$ cat src/rtl/combo_lock_param.sv
// combo_lock_param: bit-serial combination lock with a failed-attempt counter
// and a timed lockout after too many consecutive wrong codes.
// Optional feature macro: COMBO_LOCK_PROG_EN. When it is defined, a new code
// can be loaded while UNLOCKED. When it is undefined, the code is fixed at
// CODE_DEFAULT and the prog port is ignored.
//
// state    | meaning
// ---------+-----------------------------------------------------------
// LOCKED   | collecting code bits; a completed wrong code counts a failure
// UNLOCKED | correct code entered; bits shift in for reprogramming
// LOCKOUT  | too many failures; all inputs ignored until the timer expires
module combo_lock_param #(
  parameter int                 CODE_LEN       = 3,
  parameter logic [CODE_LEN-1:0] CODE_DEFAULT  = CODE_LEN'(5),
  parameter int                 MAX_TRIES      = 3,
  parameter int                 LOCKOUT_CYCLES = 16
) (
  input  logic                             clk,
  input  logic                             clr_n,
  input  logic                             data_in,
  input  logic                             data_valid,
  input  logic                             relock,
  input  logic                             prog,
  output logic [CODE_LEN-1:0]              q,
  output logic [$clog2(MAX_TRIES+1)-1:0]   fail_cnt,
  output logic                             lock_led,
  output logic                             unlock_led,
  output logic                             alarm_led
);

  localparam int BW = $clog2(CODE_LEN + 1);
  localparam int FW = $clog2(MAX_TRIES + 1);
  localparam int TW = $clog2(LOCKOUT_CYCLES + 1);

  localparam logic [BW-1:0] BIT_LAST   = BW'(CODE_LEN - 1);
  localparam logic [BW-1:0] BIT_FULL   = BW'(CODE_LEN);
  localparam logic [FW-1:0] FAIL_MAX   = FW'(MAX_TRIES);
  localparam logic [TW-1:0] TIMER_LOAD = TW'(LOCKOUT_CYCLES);

  typedef enum logic [1:0] {
    LOCKED   = 2'd0,
    UNLOCKED = 2'd1,
    LOCKOUT  = 2'd2
  } state_t;

  state_t              state_q, state_d;
  logic [CODE_LEN-1:0] shift_q, shift_d;
  logic [BW-1:0]       bit_cnt_q, bit_cnt_d;
  logic [FW-1:0]       fail_q, fail_d;
  logic [TW-1:0]       timer_q, timer_d;
  logic [CODE_LEN-1:0] code;
  logic [CODE_LEN-1:0] shifted;
  logic [FW-1:0]       fail_inc;

`ifdef COMBO_LOCK_PROG_EN
  logic [CODE_LEN-1:0] code_q, code_d;

  // Stored code register, reloaded by a programming request.
  always_ff @(posedge clk or negedge clr_n) begin
    if (!clr_n) code_q <= CODE_DEFAULT;
    else        code_q <= code_d;
  end

  assign code = code_q;
`else
  logic unused_prog;

  assign unused_prog = prog;
  assign code        = CODE_DEFAULT;
`endif

  // State, shift register, bit/fail counters and lockout down-counter.
  always_ff @(posedge clk or negedge clr_n) begin
    if (!clr_n) begin
      state_q   <= LOCKED;
      shift_q   <= '0;
      bit_cnt_q <= '0;
      fail_q    <= '0;
      timer_q   <= '0;
    end else begin
      state_q   <= state_d;
      shift_q   <= shift_d;
      bit_cnt_q <= bit_cnt_d;
      fail_q    <= fail_d;
      timer_q   <= timer_d;
    end
  end

  // Next-state logic: code entry, compare, lockout timing and programming.
  always_comb begin
    state_d   = state_q;
    shift_d   = shift_q;
    bit_cnt_d = bit_cnt_q;
    fail_d    = fail_q;
    timer_d   = timer_q;
`ifdef COMBO_LOCK_PROG_EN
    code_d    = code_q;
`endif
    shifted   = {shift_q[CODE_LEN-2:0], data_in};
    fail_inc  = fail_q + FW'(1);

    case (state_q)
      LOCKED: begin
        if (data_valid) begin
          if (bit_cnt_q == BIT_LAST) begin
            bit_cnt_d = '0;
            if (shifted == code) begin
              state_d = UNLOCKED;
              shift_d = shifted;
              fail_d  = '0;
            end else begin
              shift_d = '0;
              fail_d  = fail_inc;
              if (fail_inc == FAIL_MAX) begin
                state_d = LOCKOUT;
                timer_d = TIMER_LOAD;
              end
            end
          end else begin
            shift_d   = shifted;
            bit_cnt_d = bit_cnt_q + BW'(1);
          end
        end
      end
      UNLOCKED: begin
`ifdef COMBO_LOCK_PROG_EN
        if (prog && (bit_cnt_q == BIT_FULL)) begin
          code_d    = shift_q;
          state_d   = LOCKED;
          shift_d   = '0;
          bit_cnt_d = '0;
        end else
`endif
        if (relock) begin
          state_d   = LOCKED;
          shift_d   = '0;
          bit_cnt_d = '0;
        end else if (data_valid) begin
          shift_d = shifted;
          if (bit_cnt_q != BIT_FULL) bit_cnt_d = bit_cnt_q + BW'(1);
        end
      end
      LOCKOUT: begin
        // Timer was loaded with LOCKOUT_CYCLES; leaving on the count of 1
        // keeps alarm_led high for exactly that many cycles.
        timer_d = timer_q - TW'(1);
        if (timer_q == TW'(1)) begin
          state_d = LOCKED;
          fail_d  = '0;
          shift_d = '0;
        end
      end
      default: state_d = LOCKED;
    endcase
  end

  assign q          = shift_q;
  assign fail_cnt   = fail_q;
  assign lock_led   = (state_q != UNLOCKED);
  assign unlock_led = (state_q == UNLOCKED);
  assign alarm_led  = (state_q == LOCKOUT);

endmodule

$ cat config.mk
export PLATFORM = sky130hd
export DESIGN_NAME = combo_lock_param
export DESIGN_NICKNAME = d
export VERILOG_FILES = /design/src/rtl/combo_lock_param.sv
export SDC_FILE = /design/constraint.sdc
export NUM_CORES = 1
export LEC_CHECK = 0
export CELL_PAD_IN_SITES_DETAIL_PLACEMENT = 1
export CELL_PAD_IN_SITES_GLOBAL_PLACEMENT = 1
export CORE_MARGIN = 2
export CORE_UTILIZATION = 41
export DETAILED_ROUTE_END_ITERATION = 6
export PLACE_DENSITY = 0.81
export SYNTH_ARGS = -nofsm -noshare
export SYNTH_HDL_FRONTEND = slang
export SYNTH_SLANG_ARGS = --single-unit
$ cat constraint.sdc
create_clock -name clk -period 2.6 [get_ports clk]
set_clock_uncertainty 0.2 [all_clocks]
set_input_delay 0.52 -clock clk [delete_from_list [all_inputs] [get_ports clk]]
set_output_delay 0.52 -clock clk [all_outputs]
set_load 0.01 [all_outputs]
## Word level (Yosys, flattened, before mapping)

Cells that the tools add are included.

- Input port bits: 6
- Register bits after elaboration: 14
- Output and inout port bits: 8
- Word-level logic and storage cells: 63

- Equality and inequality tests: 17
- Add/sub/neg operators: 3
- Reductions and logical operators: 9
- Mux-type cells: 29

Operators with widths:

| cell | count |
|---|---|
| two-way mux 2 bit | 14 |
| two-way mux 5 bit | 4 |
| two-way mux 3 bit | 6 |
| inequality test 2 bit, second input constant | 6 |
| AND reduction 4 bit | 3 |
| one-hot mux 5 bit (2 select lines) | 1 |
| AND reduction 5 bit | 2 |
| one-hot mux 3 bit (3 select lines) | 1 |
| one-hot mux 2 bit (2 select lines) | 2 |
| equality test 2 bit, second input constant | 3 |
| inequality test 3 bit, second input constant | 2 |
| one-hot mux 2 bit (3 select lines) | 1 |
| equality test 5 x 1 -> 1 bit, second input constant | 1 |
| subtractor 5 x 1 -> 5 bit, second input constant | 1 |
| adder 2 x 1 -> 2 bit, second input constant | 2 |
| inequality test 2 x 1 -> 1 bit, second input constant | 2 |
| nonzero test 2 bit | 2 |
| equality test 3 bit, second input constant | 1 |
| inequality test 3 x 2 -> 1 bit, second input constant | 1 |
| nonzero test 3 bit | 1 |
| equality test 2 x 1 -> 1 bit, second input constant | 1 |
| zero test 2 bit | 1 |

## Longest topological paths before layout

- Word-level depth: 7
- Gate-level depth with buffers: 7
- Gate-level depth less buffers: 6

## Worst setup path after synthesis

OpenSTA, ideal clock, no wires.

- Kind: register to register
- Start point: register state_q[0]
- End point: register fail_q[1], in the netlist fail_cnt[1]
- Data arrival time: 1548 ps
- Path slack: 742 ps
- Period minus slack after synthesis: 1858 ps
- Data required time: 2290 ps
- Library setup time: 110 ps
- Cell stages (with the launch flop): 6
- Cell sequence: dfrtp_1 -> inv_1 -> ha_1 -> clkbuf_1 -> mux2_2 -> o41ai_1

- Cells in the longest elaborated chain, start to end: 3
- Elaborated cells between the ends (all ways): 8
- Classes of those cells: 4 x eq/ne; 1 x mux; 3 x reduce/logical

Ends and longest elaborated chain:

| element | line | text |
|---|---|---|
| start, declared | 46 | `state_t state_q, state_d;` |
| start signal, assigned | 81 | `state_q <= state_d;` |
| equality test 2 bit / zero test 2 bit (equally long branches) | 102 | `case (state_q)` |
| inequality test 2 x 1 -> 1 bit (no line) (tied with other cells) | - |  |
| AND reduction 4 bit (no line) | - |  |
| end signal, assigned | 84 | `fail_q <= fail_d;` |
| end, declared | 49 | `logic [FW-1:0] fail_q, fail_d;` |

Parallel ways exist; a longest one is shown, timed or not.
A chain may end at the register's enable or synchronous reset.

## Worst setup path after layout

- Start point: register state_q[0]
- End point: output lock_led

- Cells in the longest elaborated chain, start to end: 1

Ends and longest elaborated chain:

| element | line | text |
|---|---|---|
| inequality test 2 x 1 -> 1 bit | 159 | `assign lock_led = (state_q != UNLOCKED);` |
| end, declared | 26 | `output logic lock_led,` |

Every way passes these cells.

==> results <==
[worst register-to-register path, cell delays in order, from the launching register on]
cell	delay, ns
dfrtp_1	0.44
inv_1	0.11
ha_1	0.42
inv_1	0.18
a21oi_1	0.27
nor3_4	0.09
mux2_4	0.30
[cell families after synthesis]
group / after synthesis / share of synthesized area, %
AO/OA/AOI/OAI: 35 / 19.9
AND/OR/NAND/NOR: 34 / 20.8
buffers and inverters: 16 / 6.16
flip-flops: 14 / 33.8
adder cells (fa/ha/maj): 11 / 13.3
multiplexers: 5 / 6.04
[area by class of cell]
class,instances,area share (%)
multi-input combinational,85,50.6
tap,30,3.05
clock buffer,4,2.95
sequential,14,28.5
timing repair buffer,14,11.0
inverter,13,3.97
[power groups by stage]
stage	combinational [mW]	sequential (mW)	clock (mW)
after floorplan	0.619	0.419	0
after global placement	0.861	0.423	0
after detailed placement	0.898	0.431	0
after CTS	0.911	0.427	0.174
after global routing	1.02	0.444	0.179
final	0.897	0.425	0.170
[state kept, by name (all words and copies together), names as in the netlist]
name       count
q              3
bit_cnt_q      2
fail_cnt       2
state_q        2
timer_q        5
[cells in the mapped netlist (all sizes together), types with 2 or more instances]
master and n:
inv 13, nand3b 2, nand2 6, nor2 5, nand2b 2, ha 11
mux2 4, and3 2, nor3 3, nand3 4, dfrtp 14, o22ai 3
a21oi 8, clkbuf 2, o21ai 16
[metrics by stage]
step / utilization (%) / hold WS, ns / instances / power, mW / worst slack [ns]
floorplan: - / 0.0244 / 115 / 1.04 / 0.742
global placement: 49.1 / 0.297 / 156 / 1.28 / 0.386
detailed placement: 49.1 / 0.300 / 156 / 1.33 / 0.348
CTS: 50.6 / 0.326 / 160 / 1.51 / 0.164
global route: 50.6 / 0.340 / 160 / 1.64 / 0.0747
finish: 50.6 / 0.324 / 160 / 1.49 / 0.178
[metal layers]
layer | part of all wire, % | global-route usage (%) | vias to the layer above
li1 | - | - | 444
met1 | 45 | 24.3 | 437
met2 | 51 | 35.7 | 10
met3 | 2.3 | 2.46 | 5
met4 | 1.2 | 6.25 | 0
met5 | 0 | 0 | -
[worst min-delay path by stage]
stage / start / to / depth (start not counted)
2_1_floorplan: clr_n / bit_cnt_q[0] / 0
3_3_place_gp: q[2] / q[2] / 1
3_5_place_dp: q[2] / q[2] / 1
4_1_cts: q[2] / q[2] / 1
5_1_grt: q[2] / q[2] / 1
6_report: q[2] / q[2] / 1
==> run summary <==
Status = finished clean
Logic pwr share = 60.1%
Maxcap violations = 0
Post-CTS Setup Inserts = 0
Pleak = 0.533 nW
Final instance area = 1230 um^2
Multi-input logic area = 622 um^2
CP required = 1.88 ns
Worst reg-to-reg path cell count = 6
Reg clk slew, reported paths = 0.10 ns
Critical Path Slowest Stage Cell = clkdlybuf4s50_1
Initial antenna violation count = 0
Yosys reg bits = 14
Sw power = 0.676 mW
Worst path bufs/invs = 2
FF-to-FF setup slack = 0.49 ns
Largest net degree at the start of global routing = 15
Clk sinks = 14
Crit path arrival time = 1.70 ns
Gate count after technology mapping = 115
CTS tree = yes
# DRC = 0
Dpl cell area = 1190 um^2
WL/cell = 15.2 um
Antenna viol nets, final = 0
Final setup fails = 0
Worst Setup EP = lock_led
Maximum fanout along the worst path = 5
CP Capture Type = output port
CTS Hold Bufs = 0
Final #Nets = 148
Root buf cell = clkbuf_4
Critical path origin = state_q[0]
Max Slew Vio Count = 0
Reg power frac = 28.5%
Worst Tran Pin Value = 0.689 ns
Clock Latency Late Sink = 0.29 ns
Top_reg_cell synth = dfrtp_1
Final hold viol count = 0
Seq/Total Area, Yosys = 33.8%
Power Density = 1210 nW/um^2
Clk pwr share = 11.4%
CP peak stage delay = 0.55 ns
Synthesized area = 1040 um^2
Total track usage = 19.8%
Vias in the first global route = 939
Crit path max-delay family = buffers and inverters
Yosys top cell by area = dfrtp_1
Synth top area cells = dfrtp_1 34%, ha_1 13%, o21ai_0 7.7%
Rows = 18
Via density per instance = 5.60
Port Buffers = 12
Syn_nets = 132
DR pass1 iterations = 4
Initial DRC Count = 5
Most frequent cells in the layout = 16 x o21ai_0, 14 x dfrtp_1, 13 x inv_1, 12 x clkdlybuf4s50_1, 11 x ha_1
CTS Buffer Depth = 2
Slew Limit Headroom = 53.9%
Initial Utilization = 42.6%
Fin crit share = 93.1%
Layout cells sized above 1 = 11.5%
Sw Share = 45.3%
Post_cts resized = 0
Synth warn = 0
Int Power = 0.816 mW
Critical R2R Capture = q[0]
Final GP Congestion = 0.705
CP Class = register to output port
Hold WC Path Type = register to register
Post-synth EDFFs = 0
First-pass GRT wire length = 4130 um
CP cell instances = ha_1, inv_1, clkdlybuf4s50_1
Post-Route Setup TNS = 0 ns
Sequential cell area = 350 um^2
Num CTS Buffers = 3
Crit path depth = 3
Library cells used by synthesis = 38
Die Y = 54.3 um
Die area = 2940 um^2
Total grt overflow = 0
Layout area overhead = 18.7%
Avg Inst Size Synth = 9.01 um^2
Most common cell after layout, fill and taps aside = o21ai_0
Maximum vdd ir drop = 0.532 mV
# IOs = 14
Yosys top cell area share = 33.8%
Crit Reg-Reg Startpoint = state_q[0]
# H-tree levels = 1
# diodes = 0
CORE AREA = 2430 um^2
Fin crit period = 2.42 ns
Final wirelength = 2430 um
RSZ-0062 raised after global routing = false
Startpoint types = register
Async SR Flop Fraction = 100%
Via count = 896
Peak Freq = 0.413 GHz
DP HPWL = 1870 um
FILL cells = 298
Die X-Extent = 54.3 um
Power figures use the tool's default switching activity.
